[src/rtl/mux_rr_scheduler.sv]
// mux_rr_scheduler: round-robin arbiter in front of an 8:1 one-bit data mux.
// A two-state IDLE/GRANT machine picks a requester, registers its data bit and
// holds it until the downstream side accepts it. The requester just served
// then drops to the lowest priority.
module mux_rr_scheduler #(
    parameter int NREQ = 8
) (
    input  logic            clk,
    input  logic            rst_n,
    input  logic [NREQ-1:0] req,
    input  logic [NREQ-1:0] in,
    input  logic            out_ready,
    output logic [2:0]      sel,
    output logic            out_valid,
    output logic            out_data,
    output logic [NREQ-1:0] ack,
    output logic            busy
);

    typedef enum logic {
        IDLE  = 1'b0,
        GRANT = 1'b1
    } state_t;

    state_t          state_q;
    logic [2:0]      ptr_q;
    logic [2:0]      sel_q;
    logic            outData_q;
    logic            outValid_q;
    logic [NREQ-1:0] ack_q;

    logic [2:0]      winIdx_d;
    logic            winFound_d;
    logic [2:0]      cand;

    // Scan the requests starting at the priority pointer and take the first set bit.
    always_comb begin
        winIdx_d   = ptr_q;
        winFound_d = 1'b0;
        cand       = ptr_q;
        for (int k = 0; k < NREQ; k++) begin
            cand = ptr_q + 3'(k);
            if (!winFound_d && req[cand]) begin
                winIdx_d   = cand;
                winFound_d = 1'b1;
            end
        end
    end

    // Arbitration FSM: capture the grant in IDLE, hold it in GRANT until the handshake.
    always_ff @(posedge clk or negedge rst_n) begin
        if (!rst_n) begin
            state_q    <= IDLE;
            ptr_q      <= 3'd0;
            sel_q      <= 3'd0;
            outData_q  <= 1'b0;
            outValid_q <= 1'b0;
            ack_q      <= '0;
        end else begin
            ack_q <= '0;
            case (state_q)
                IDLE: begin
                    if (winFound_d) begin
                        sel_q      <= winIdx_d;
                        outData_q  <= in[winIdx_d];
                        outValid_q <= 1'b1;
                        state_q    <= GRANT;
                    end
                end
                GRANT: begin
                    if (outValid_q && out_ready) begin
                        ack_q      <= NREQ'(1) << sel_q;
                        outValid_q <= 1'b0;
                        ptr_q      <= sel_q + 3'd1;
                        state_q    <= IDLE;
                    end
                end
                default: begin
                    state_q <= IDLE;
                end
            endcase
        end
    end

    assign sel       = sel_q;
    assign out_valid = outValid_q;
    assign out_data  = outData_q;
    assign ack       = ack_q;
    assign busy      = (state_q == GRANT);

endmodule

[config.mk]
export PLATFORM = sky130hd
export DESIGN_NAME = mux_rr_scheduler
export DESIGN_NICKNAME = d
export VERILOG_FILES = /design/src/rtl/mux_rr_scheduler.sv
export SDC_FILE = /design/constraint.sdc
export NUM_CORES = 1
export LEC_CHECK = 0
export ABC_AREA = 1
export CAP_MARGIN = 0
export CORE_MARGIN = 2
export CORE_UTILIZATION = 47
export CTS_CLUSTER_DIAMETER = 150
export DETAILED_ROUTE_END_ITERATION = 16
export DONT_BUFFER_PORTS = 1
export SYNTH_ARGS = -nofsm -noshare
export SYNTH_HDL_FRONTEND = slang
export SYNTH_SLANG_ARGS = --single-unit
[constraint.sdc]
create_clock -name clk -period 8.1 [get_ports clk]
set_clock_uncertainty 0.2 [all_clocks]
set_input_delay 1.62 -clock clk [delete_from_list [all_inputs] [get_ports clk]]
set_output_delay 1.62 -clock clk [all_outputs]
set_load 0.02 [all_outputs]
==> flow_metrics.env, run 1 <==
export IMPL_rsz_0062_raised_after_global_routing="no"
export IMPL_post_cts_hold_buffer_count=0
export IMPL_synthesis_nets=277
export IMPL_drt_wirelength_per_cell_um=12.6
export IMPL_final_setup_tns_ns=0
export IMPL_hpwlAfterDp_um=3020
export IMPL_cp_arrival_ns=3.62
export IMPL_synth_ff_latch_count=17
export IMPL_cellLeakagePower_nw=0.936
export IMPL_layout_area_overhead_vs_synth_pct=3.01
export IMPL_core_area_mm2=0.00342
export IMPL_die_span_x_um=64.2
export IMPL_synth_yosys_warnings=0
export IMPL_top_usage_layer="met2"
export IMPL_finalWeightedCongestion=0.839
export IMPL_detailedRoute_firstIterationViolations=50
export IMPL_rows=21
export IMPL_worstMarginPinSlew_ns=0.536
export IMPL_post_synth_main_area_contributors="sky130_fd_sc_hd__dfrtp_1 25%, sky130_fd_sc_hd__nand2_1 19%, sky130_fd_sc_hd__nand3_1 9.1%"
export IMPL_clock_sinks=17
export IMPL_route_antenna_remaining_nets=0
export IMPL_antenna_fix_cells=0
export IMPL_post_synth_cell_area_avg_um2=6.81
export IMPL_period_minus_slack_ns=3.64
export IMPL_grtUsageMet2_pct=35.4
export IMPL_achievable_frequency_mhz=275
export IMPL_critical_path_buffer_and_inverter_count=3
export IMPL_route_vias_total=1500
export IMPL_yosysTopAreaCell="sky130_fd_sc_hd__dfrtp_1"
export IMPL_synth_yosys_seq_area_share_pct=25.0
export IMPL_hold_viol=0
export IMPL_startpoint_type="flop"
export IMPL_clk_insertion_delay_late_ns=0.29
export IMPL_final_max_slew_violation_count=0
export IMPL_clockPowerShare_pct=27.9
export IMPL_viasPerCell=5.07
export IMPL_grt_overflow=0
export IMPL_buffer_ports_inserted=0
export IMPL_groute_layer_met1_usage_pct=24.2
export IMPL_via_count_of_the_first_global_routing_pass=1501
export IMPL_fin_crit_sh_pct=45.0
export IMPL_post_route_cell_area_mm2=0.00175
export IMPL_timing_max_slew_rel_slack_pct=64.3
export IMPL_cts_root_buffer_cell="sky130_fd_sc_hd__clkbuf_4"
export IMPL_die_y_um=64.2
export IMPL_grt_first_pass_wirelength_um=6500
export IMPL_tritoncts="done"
export IMPL_synth_cells=250
export IMPL_synth_area_mm2=0.00170
export IMPL_grt_use_total_pct=19.6
export IMPL_layout_common_cells="84 x sky130_fd_sc_hd__nand2_1, 31 x sky130_fd_sc_hd__nand3_1, 25 x sky130_fd_sc_hd__inv_1"
export IMPL_mostFrequentLayoutCell="sky130_fd_sc_hd__nand2_1"
export IMPL_timing_setup_critical_path_class="flop to flop"
export IMPL_power_density_cell_area_mw_per_mm2=91.3
export IMPL_clock_tree_buffer_depth=2
export IMPL_cp_data_required_time_ns=8.08
export IMPL_cpLargestDelayFamily="simple AND/OR/NAND/NOR gates"
export IMPL_tritoncts_num_buffers=3
export IMPL_cellInternalPower_uw=113
export IMPL_vdd_ir_drop_max_v=0.0000970
export IMPL_post_cts_buffers=0
export IMPL_dpl_instance_area_mm2=0.00173
export IMPL_max_stage_delay_ns=0.70
export IMPL_cap_viol_max_count=0
export IMPL_timing_final_setup_violations=0
export IMPL_synth_top_area_share_pct=25.0
export IMPL_holdCritPathClass="flop to flop"
export IMPL_finish_net_count=278
export IMPL_crit_slowest_cell="sky130_fd_sc_hd__dfrtp_1"
export IMPL_ioPinCount=33
export IMPL_start_util_pct=49.8
export IMPL_antenna_found_initial=0
export IMPL_timing_critical_path_fanout_max=14
export IMPL_firstDrtPassIters=4
export IMPL_cts_reportedPaths_clkPinSlew_ns=0.10
export IMPL_grt_max_degree=18
export IMPL_met3_grt_util_pct=1.94
export IMPL_fill_cells=351
export IMPL_drt_drc_violations_left=0
export IMPL_synth_cell_types=27
export IMPL_run_status="completed"
export IMPL_finalWirelength_um=3730
export IMPL_netSwitchingPower_uw=46.6
export IMPL_cts_max_level=1
export IMPL_critPathMostFrequentCell="sky130_fd_sc_hd__nand2_1"
export IMPL_worstPathCellList="inv_2 -> ha_1 -> inv_1 -> nand3_1 -> nand2_1 -> nand2_1 -> nand2_1 -> inv_2 -> nor2_4 -> nand3_2 -> nand2_1 -> nand2_1 -> nand2_2 -> nand2_2 -> nand2_1 -> nand2_1 -> nand2_1 -> nand2_1 -> nand2_1 -> nand2_1 -> nand2_1 -> nand2_1"
export IMPL_power_combinational_fraction_pct=19.1
export IMPL_die_area_mm2=0.00412
export IMPL_worst_setup_path_end_kind="flop"
export IMPL_seq_power_share_pct=53.0
export IMPL_layout_drive_gt1_share_pct=20.0
export IMPL_netSwitchingFraction_pct=29.1
export IMPL_postcts_resize_cnt=0
## metal layers
layer  up-vias  share of wire [%]
met5         -                  0
li1        800                  -
met2        26                 49
met4         0                2.3
met3         8                2.5
met1       666                 46
## worst register-to-register path, cell delays in order (launching register included)
cell                      delay [ns]
sky130_fd_sc_hd__dfrtp_1        0.70
sky130_fd_sc_hd__inv_2          0.25
sky130_fd_sc_hd__ha_1           0.48
sky130_fd_sc_hd__inv_1          0.29
sky130_fd_sc_hd__nand3_1        0.20
sky130_fd_sc_hd__nand2_1        0.09
sky130_fd_sc_hd__nand2_1        0.05
sky130_fd_sc_hd__nand2_1        0.16
sky130_fd_sc_hd__inv_2          0.09
sky130_fd_sc_hd__nor2_4         0.18
sky130_fd_sc_hd__nand3_2        0.09
sky130_fd_sc_hd__nand2_1        0.09
sky130_fd_sc_hd__nand2_1        0.06
sky130_fd_sc_hd__nand2_2        0.10
sky130_fd_sc_hd__nand2_2        0.10
sky130_fd_sc_hd__nand2_1        0.07
sky130_fd_sc_hd__nand2_1        0.05
sky130_fd_sc_hd__nand2_1        0.06
sky130_fd_sc_hd__nand2_1        0.05
sky130_fd_sc_hd__nand2_1        0.05
sky130_fd_sc_hd__nand2_1        0.05
sky130_fd_sc_hd__nand2_1        0.05
sky130_fd_sc_hd__nand2_1        0.04
## power by group through the flow
stage | Clock [mW] | Combinational [mW] | Sequential, mW
3_5_place_dp | 0 | 0.0305 | 0.0865
5_1_grt | 0.0489 | 0.0351 | 0.0849
4_1_cts | 0.0461 | 0.0307 | 0.0848
3_3_place_gp | 0 | 0.0302 | 0.0865
6_report | 0.0446 | 0.0306 | 0.0848
2_1_floorplan | 0 | 0.0257 | 0.0865
## through the flow
step	setup slack, ns	util, %	total power [mW]	hold slack (ns)	instances
floorplan	4.80	-	0.112	0.388	250
global placement	4.51	50.5	0.117	0.424	292
detailed placement	4.49	50.5	0.117	0.430	292
CTS	4.47	51.3	0.162	0.456	296
global route	4.14	51.3	0.169	0.483	296
finish	4.46	51.3	0.160	0.443	296
## layout make-up
class	count	area (um2)	area share [%]
Clock buffer	3	22.5	1.28
Clock inverter	1	5.00	0.286
Inverter	32	123	7.00
Multi-Input combinational cell	197	1120	63.9
Sequential cell	17	425	24.3
Tap cell	46	57.6	3.28
## cells in the mapped netlist (all sizes together)
cell type and n:
a21oi 1, nand2 103, xor2 1, nand3 44, dfrtp 17, inv 32
buf 4, nand4 6, ha 8, o21bai 1, nor3 7, a31oi 1
o21ai 9, nor2 16
## worst paths after layout
kind                                      start               endpoint  slack (ns)  depth (start not counted)
setup / recovery           ptr_q[0]$_DFFE_PN0P_   out_data$_DFFE_PN0P_        4.46                         22
hold / removal             out_data$_DFFE_PN0P_   out_data$_DFFE_PN0P_        0.44                          2
max in group asynchronous                 rst_n  out_valid$_DFFE_PN0P_        6.81                          0
min in group asynchronous                 rst_n       ack[2]$_DFF_PN0_        0.81                          0
hold reg to reg            out_data$_DFFE_PN0P_   out_data$_DFFE_PN0P_        0.44                          2
setup reg to reg           ptr_q[0]$_DFFE_PN0P_   out_data$_DFFE_PN0P_        4.46                         22
## registers in the layout, summed over array words and instances (netlist names)
signal	count
ack	8
busy	1
ptr_q	3
out_valid	1
out_data	1
sel	3
## cells by family (layout without fill, tap and decap cells)
logic type,after synthesis,in the layout,share of synthesized area (%)
AOI/OAI and AO/OA,12,12,4.63
xor gates and xnor gates,1,1,0.515
adders and majority gates,8,8,5.88
buffers and inverters,36,36,9.19
DFF,17,17,25.0
and+or+nand+nor,176,176,54.8
(Power assumes the default switching activity.)
==> inputs of run 2 (changes only) <==
Clock period 8.1 ns to 3.07 ns, I/O delays scaled along.
==> run 2 against run 1 <==
  * Cell area is 2.7% higher
  * Worst setup slack worse by 4.1 ns
  * Count of clock-buffer cells in the layout did not move
  * Sequential cell count stayed put
  * Global-route usage down 0.38 points
  * Via count up 2.5%
  * Non-clock buffer count increased by 6
  * First-iteration DRC count is 20% higher
  * Critical path depth did not move
  * Sequential share of layout area down 0.64 points
  * Die area did not move
  * Clock power rose to 2.6 times the previous value
  * Critical endpoint unchanged
==> flow_metrics.env, run 2 (synthesized netlist as in run 1, its figures left out) <==
export IMPL_clock_tree_buffer_depth=2
export IMPL_die_area_mm2=0.00412
export IMPL_post_cts_buffers=0
export IMPL_finalWeightedCongestion=0.855
export IMPL_layout_drive_gt1_share_pct=21.5
export IMPL_power_density_cell_area_mw_per_mm2=236
export IMPL_timing_max_slew_rel_slack_pct=50.7
export IMPL_clock_sinks=17
export IMPL_layout_common_cells="84 x sky130_fd_sc_hd__nand2_1, 31 x sky130_fd_sc_hd__nand3_1, 25 x sky130_fd_sc_hd__inv_1"
export IMPL_via_count_of_the_first_global_routing_pass=1409
export IMPL_tritoncts="done"
export IMPL_grt_first_pass_wirelength_um=6320
export IMPL_timing_final_setup_violations=0
export IMPL_fill_cells=369
export IMPL_grt_max_degree=18
export IMPL_achievable_frequency_mhz=366
export IMPL_worst_setup_path_end_kind="flop"
export IMPL_drt_drc_violations_left=0
export IMPL_final_setup_tns_ns=0
export IMPL_core_area_mm2=0.00342
export IMPL_vdd_ir_drop_max_v=0.000332
export IMPL_cts_reportedPaths_clkPinSlew_ns=0.09
export IMPL_timing_setup_critical_path_class="flop to flop"
export IMPL_antenna_fix_cells=0
export IMPL_startpoint_type="flop"
export IMPL_firstDrtPassIters=4
export IMPL_die_span_x_um=64.2
export IMPL_run_status="completed"
export IMPL_finalWirelength_um=3730
export IMPL_final_seq_area_um2=425
export IMPL_period_minus_slack_ns=2.74
export IMPL_fin_crit_sh_pct=89.1
export IMPL_grt_overflow=0
export IMPL_tritoncts_num_buffers=3
export IMPL_layout_area_overhead_vs_synth_pct=5.81
export IMPL_route_antenna_remaining_nets=0
export IMPL_largest_register_ffs=8
export IMPL_timing_critical_path_fanout_max=13
export IMPL_rsz_0062_raised_after_global_routing="no"
export IMPL_cp_data_required_time_ns=3.06
export IMPL_holdCritPathClass="input pin to flop"
export IMPL_cp_arrival_ns=2.73
export IMPL_multi_input_area_mm2=0.00112
export IMPL_dp_worst_setup_slack_ns=0.348
export IMPL_detailedRoute_firstIterationViolations=60
export IMPL_rows=21
export IMPL_ioPinCount=33
export IMPL_cellLeakagePower_nw=0.965
export IMPL_finish_net_count=284
export IMPL_reg2reg_slack_ns=0.33
export IMPL_route_vias_total=1538
export IMPL_cts_max_level=1
export IMPL_hpwlAfterDp_um=3000
export IMPL_grt_use_total_pct=19.2
export IMPL_finalWorstSetupSlack_ns=0.335
export IMPL_drt_wirelength_per_cell_um=12.3
export IMPL_final_max_slew_violation_count=0
export IMPL_buffer_ports_inserted=0
export IMPL_die_y_um=64.2
export IMPL_cts_root_buffer_cell="sky130_fd_sc_hd__clkbuf_4"
export IMPL_viasPerCell=5.09
export IMPL_clk_insertion_delay_late_ns=0.29
export IMPL_hold_viol=0
export IMPL_start_util_pct=49.8
export IMPL_mostFrequentLayoutCell="sky130_fd_sc_hd__nand2_1"
export IMPL_antenna_found_initial=0
export IMPL_cap_viol_max_count=0
export IMPL_worstMarginPinSlew_ns=0.738
-- run 2: changes by cell type in the layout (fill, tap and decap cells not counted), sizes merged --
| cell | previous run | this run |
|---|---|---|
| buf | 0 | 5 |
| dlygate4sd3 | 0 | 1 |
-- run 2: where the power goes --
group / switching, mW / internal, mW / leakage [nW] / total (mW)
clock: 0.0674 / 0.0486 / 0.0177 / 0.116
combinational: 0.0568 / 0.0278 / 0.731 / 0.0846
sequential: 0 / 0.224 / 0.217 / 0.224
-- run 2: path summary, 6_finish.rpt --
check,from,endpoint,depth (start not counted)
worst max-delay path,ptr_q[0]$_DFFE_PN0P_,out_data$_DFFE_PN0P_,22
worst min-delay path,out_ready,ack[7]$_DFF_PN0_,4
worst max register to register,ptr_q[0]$_DFFE_PN0P_,out_data$_DFFE_PN0P_,22
worst min register to register,out_data$_DFFE_PN0P_,out_data$_DFFE_PN0P_,2
max in group asynchronous,rst_n,sel[2]$_DFFE_PN0P_,1
min in group asynchronous,rst_n,ack[4]$_DFF_PN0_,1
-- run 2: final cells by class --
type	instances	share of cell area, %
timing repair buffer	6	2.64
sequential	17	23.6
clock inverter	1	0.278
tap	46	3.20
clock buffer	3	1.25
multi-input combinational	197	62.2
inverter	32	6.81
-- run 2: metrics by stage --
| stage | util [%] | hold WS (ns) | cells | cell area (um2) | total power, mW |
|---|---|---|---|---|---|
| after floorplan | - | 0.118 | 250 | 1700 | 0.296 |
| after global placement | 51.6 | 0.119 | 297 | 1760 | 0.308 |
| after detailed placement | 51.6 | 0.119 | 297 | 1760 | 0.308 |
| after CTS | 52.7 | 0.350 | 302 | 1800 | 0.428 |
| after global routing | 52.7 | 0.352 | 302 | 1800 | 0.450 |
| final | 52.7 | 0.355 | 302 | 1800 | 0.424 |
-- run 2: critical path: stages (launching register included) --
cell and delay [ns]:
sky130_fd_sc_hd__dfrtp_1 0.40, sky130_fd_sc_hd__buf_4 0.20, sky130_fd_sc_hd__ha_1 0.22, sky130_fd_sc_hd__inv_1 0.05
sky130_fd_sc_hd__nand2_1 0.06, sky130_fd_sc_hd__nand2_2 0.11, sky130_fd_sc_hd__inv_2 0.09, sky130_fd_sc_hd__nand3_2 0.08
sky130_fd_sc_hd__nand2_4 0.08, sky130_fd_sc_hd__nor2_8 0.14, sky130_fd_sc_hd__nand4_4 0.11, sky130_fd_sc_hd__nor2_4 0.16
sky130_fd_sc_hd__nand3_4 0.11, sky130_fd_sc_hd__nand2_2 0.13, sky130_fd_sc_hd__nand2_2 0.09, sky130_fd_sc_hd__nand2_1 0.07
sky130_fd_sc_hd__nand2_1 0.04, sky130_fd_sc_hd__nand2_1 0.06, sky130_fd_sc_hd__nand2_1 0.04, sky130_fd_sc_hd__nand2_1 0.05
sky130_fd_sc_hd__nand2_1 0.04, sky130_fd_sc_hd__nand2_1 0.05, sky130_fd_sc_hd__nand2_1 0.05
-- run 2: repair_timing --
item | 4_1_cts | 5_1_grt
endpoints found under the hold margin | 17 | 0
hold buffers | 1 | 0
setup endpoints to repair | 0 | 0
resized for setup | 0 | 0
-- run 2: per-layer routing --
| metal | up-vias | global-route usage (%) | share of wire (%) | wire, um |
|---|---|---|---|---|
| li1 | 813 | - | - | - |
| met1 | 700 | 25.5 | 46 | 1700 |
| met2 | 20 | 33.3 | 51 | 1890 |
| met3 | 5 | 1.58 | 2.6 | 98 |
| met4 | 0 | 5.59 | 1.1 | 42 |
| met5 | - | 0 | 0 | 0 |
==> inputs of run 3 (changes only) <==
Settings changed: CELL_PAD_IN_SITES_DETAIL_PLACEMENT from default to 1, CELL_PAD_IN_SITES_GLOBAL_PLACEMENT from default to 2, CORE_MARGIN 2 to 3, CORE_UTILIZATION 47 to 31, PLACE_DENSITY_LB_ADDON from default to 0.1.
==> run 3 against run 2 <==
  * Via count grew 1.6%
  * First-iteration DRC count shrank 40%
  * Maximum frequency shrank 0.82%
  * Die area grew 56%
  * Register-to-register slack lost 0.02 ns
  * Highest routed layer unchanged
==> flow_metrics.env, run 3 (synthesized netlist as in run 1, its figures left out) <==
export IMPL_period_minus_slack_ns=2.76
export IMPL_die_span_x_um=80.1
export IMPL_reg2reg_slack_ns=0.31
export IMPL_core_area_mm2=0.00520
export IMPL_startpoint="ptr_q[0]$_DFFE_PN0P_"
export IMPL_rsz_0062_raised_after_global_routing="no"
export IMPL_clock_tree_buffer_depth=2
export IMPL_worstReg2RegStart="ptr_q[0]$_DFFE_PN0P_"
export IMPL_die_y_um=80.1
export IMPL_min_path_cells=4
export IMPL_buffer_ports_inserted=0
export IMPL_die_area_mm2=0.00641
export IMPL_final_setup_tns_ns=0
export IMPL_fin_crit_sh_pct=89.8
export IMPL_hold_viol=0
export IMPL_fill_cells=691
export IMPL_timing_setup_critical_path_class="flop to flop"
export IMPL_achievable_frequency_mhz=363
export IMPL_cellLeakagePower_nw=0.975
export IMPL_firstDrtPassIters=4
export IMPL_ioPinCount=33
export IMPL_via_count_of_the_first_global_routing_pass=1696
export IMPL_grt_use_total_pct=15.5
export IMPL_worstPathCellList="buf_4 -> ha_1 -> inv_1 -> nand2_1 -> nand2_2 -> inv_2 -> nand3_2 -> nand2_4 -> nor2_8 -> nand4_4 -> nor2_4 -> nand3_4 -> nand2_2 -> nand2_2 -> nand2_1 -> nand2_1 -> nand2_1 -> nand2_1 -> nand2_1 -> nand2_1 -> nand2_1 -> nand2_1"
export IMPL_timing_final_setup_violations=0
export IMPL_grt_first_pass_wirelength_um=8000
export IMPL_vdd_ir_drop_max_v=0.000214
export IMPL_crit_slowest_cell="sky130_fd_sc_hd__dfrtp_1"
export IMPL_final_max_slew_violation_count=0
export IMPL_detailedRoute_firstIterationViolations=36
export IMPL_finalWeightedCongestion=0.787
export IMPL_timing_critical_path_fanout_max=13
export IMPL_drt_drc_violations_left=0
export IMPL_reg2regPathDepth=22
export IMPL_grt_overflow=0
export IMPL_drt_wirelength_per_cell_um=13.9
export IMPL_cellInternalPower_uw=345
export IMPL_placed_cells_incl_taps=322
export IMPL_timing_max_slew_rel_slack_pct=50.1
export IMPL_cp_endpoint="out_data$_DFFE_PN0P_"
export IMPL_grt_max_degree=18
export IMPL_holdCritPathClass="input pin to flop"
export IMPL_worst_setup_path_end_kind="flop"
export IMPL_final_cell_count_without_fillers=327
export IMPL_post_route_cell_area_mm2=0.00186
export IMPL_worstMarginPinSlew_ns=0.747
export IMPL_startpoint_type="flop"
export IMPL_netSwitchingFraction_pct=27.8
export IMPL_cts_reportedPaths_clkPinSlew_ns=0.06
export IMPL_layout_area_overhead_vs_synth_pct=9.04
export IMPL_power_density_cell_area_mw_per_mm2=257
export IMPL_seq_power_share_pct=46.9
export IMPL_dpl_instance_area_mm2=0.00180
export IMPL_tritoncts="done"
export IMPL_cap_viol_max_count=0
export IMPL_viasPerCell=4.78
export IMPL_clk_insertion_delay_late_ns=0.25
export IMPL_finish_net_count=285
export IMPL_antenna_fix_cells=0
export IMPL_route_vias_total=1562
export IMPL_netSwitchingPower_uw=133
export IMPL_final_total_pwr_uw=477
export IMPL_finalWorstSetupSlack_ns=0.312
export IMPL_rows=26
export IMPL_cp_data_required_time_ns=3.01
export IMPL_tritoncts_num_buffers=3
export IMPL_crit_reg2reg_capture="out_data$_DFFE_PN0P_"
export IMPL_layout_drive_gt1_share_pct=21.4
export IMPL_cp_arrival_ns=2.70
export IMPL_layout_core_utilization_pct=35.6
export IMPL_cts_root_buffer_cell="sky130_fd_sc_hd__clkbuf_8"
export IMPL_antenna_found_initial=0
export IMPL_critPathMostFrequentCell="sky130_fd_sc_hd__nand2_1"
export IMPL_finalWirelength_um=4530
export IMPL_start_util_pct=32.7
export IMPL_postcts_resize_cnt=0
export IMPL_run_status="completed"
export IMPL_dp_worst_setup_slack_ns=0.289
export IMPL_clock_sinks=17
export IMPL_largest_register_ffs=8
export IMPL_max_stage_delay_ns=0.39
export IMPL_hpwlAfterDp_um=3810
export IMPL_timing_hold_ws_ns=0.403
export IMPL_clockPowerShare_pct=34.6
export IMPL_layout_common_cells="84 x sky130_fd_sc_hd__nand2_1, 31 x sky130_fd_sc_hd__nand3_1, 25 x sky130_fd_sc_hd__inv_1"
export IMPL_mostFrequentLayoutCell="sky130_fd_sc_hd__nand2_1"
export IMPL_cts_max_level=1
export IMPL_route_antenna_remaining_nets=0
export IMPL_power_combinational_fraction_pct=18.5
==> run 3: final cells by class <==
type,count,area (um2),area share (%)
Clock buffer,4,45.0,2.43
Inverter,32,123,6.61
Multi-Input combinational cell,197,1120,60.4
Sequential cell,17,425,22.9
Tap cell,70,87.6,4.72
Timing Repair Buffer,7,55.1,2.97
==> run 3: how the worst min path moves through the flow <==
stage / endpoint / from
4_1_cts: ack[7]$_DFF_PN0_ / out_ready
6_report: ack[7]$_DFF_PN0_ / out_ready
2_1_floorplan: ack[0]$_DFF_PN0_ / rst_n
3_5_place_dp: ack[2]$_DFF_PN0_ / rst_n
5_1_grt: ack[3]$_DFF_PN0_ / out_ready
3_3_place_gp: ack[2]$_DFF_PN0_ / rst_n
==> run 3: layer usage <==
| layer | track usage (%) | up-vias | part of all wire, % |
|---|---|---|---|
| li1 | - | 816 | - |
| met1 | 18.9 | 717 | 46 |
| met2 | 28.6 | 22 | 50 |
| met3 | 1.91 | 7 | 3.1 |
| met4 | 3.72 | 0 | 1.3 |
| met5 | 0 | - | 0 |
==> run 3: repair_timing <==
action	in CTS	in global routing
hold buffers	1	0
setup endpoints to repair	0	0
setup buffers	0	0
hold endpoints to repair	17	0
==> run 3: critical path, delay by kind of cell (launching register included) <==
family        cells  cell delay (ns)
fa+ha+maj         1             0.22
buf+inv           3             0.35
flops             1             0.39
simple gates     18             1.49
==> run 3: power groups by stage <==
| stage | Clock [mW] | Sequential [mW] | Combinational, mW |
|---|---|---|---|
| final | 0.165 | 0.224 | 0.0883 |
| after CTS | 0.169 | 0.224 | 0.0903 |
| after detailed placement | 0 | 0.228 | 0.0847 |
| after global placement | 0 | 0.228 | 0.0862 |
| after floorplan | 0 | 0.228 | 0.0679 |
| after global routing | 0.181 | 0.224 | 0.101 |
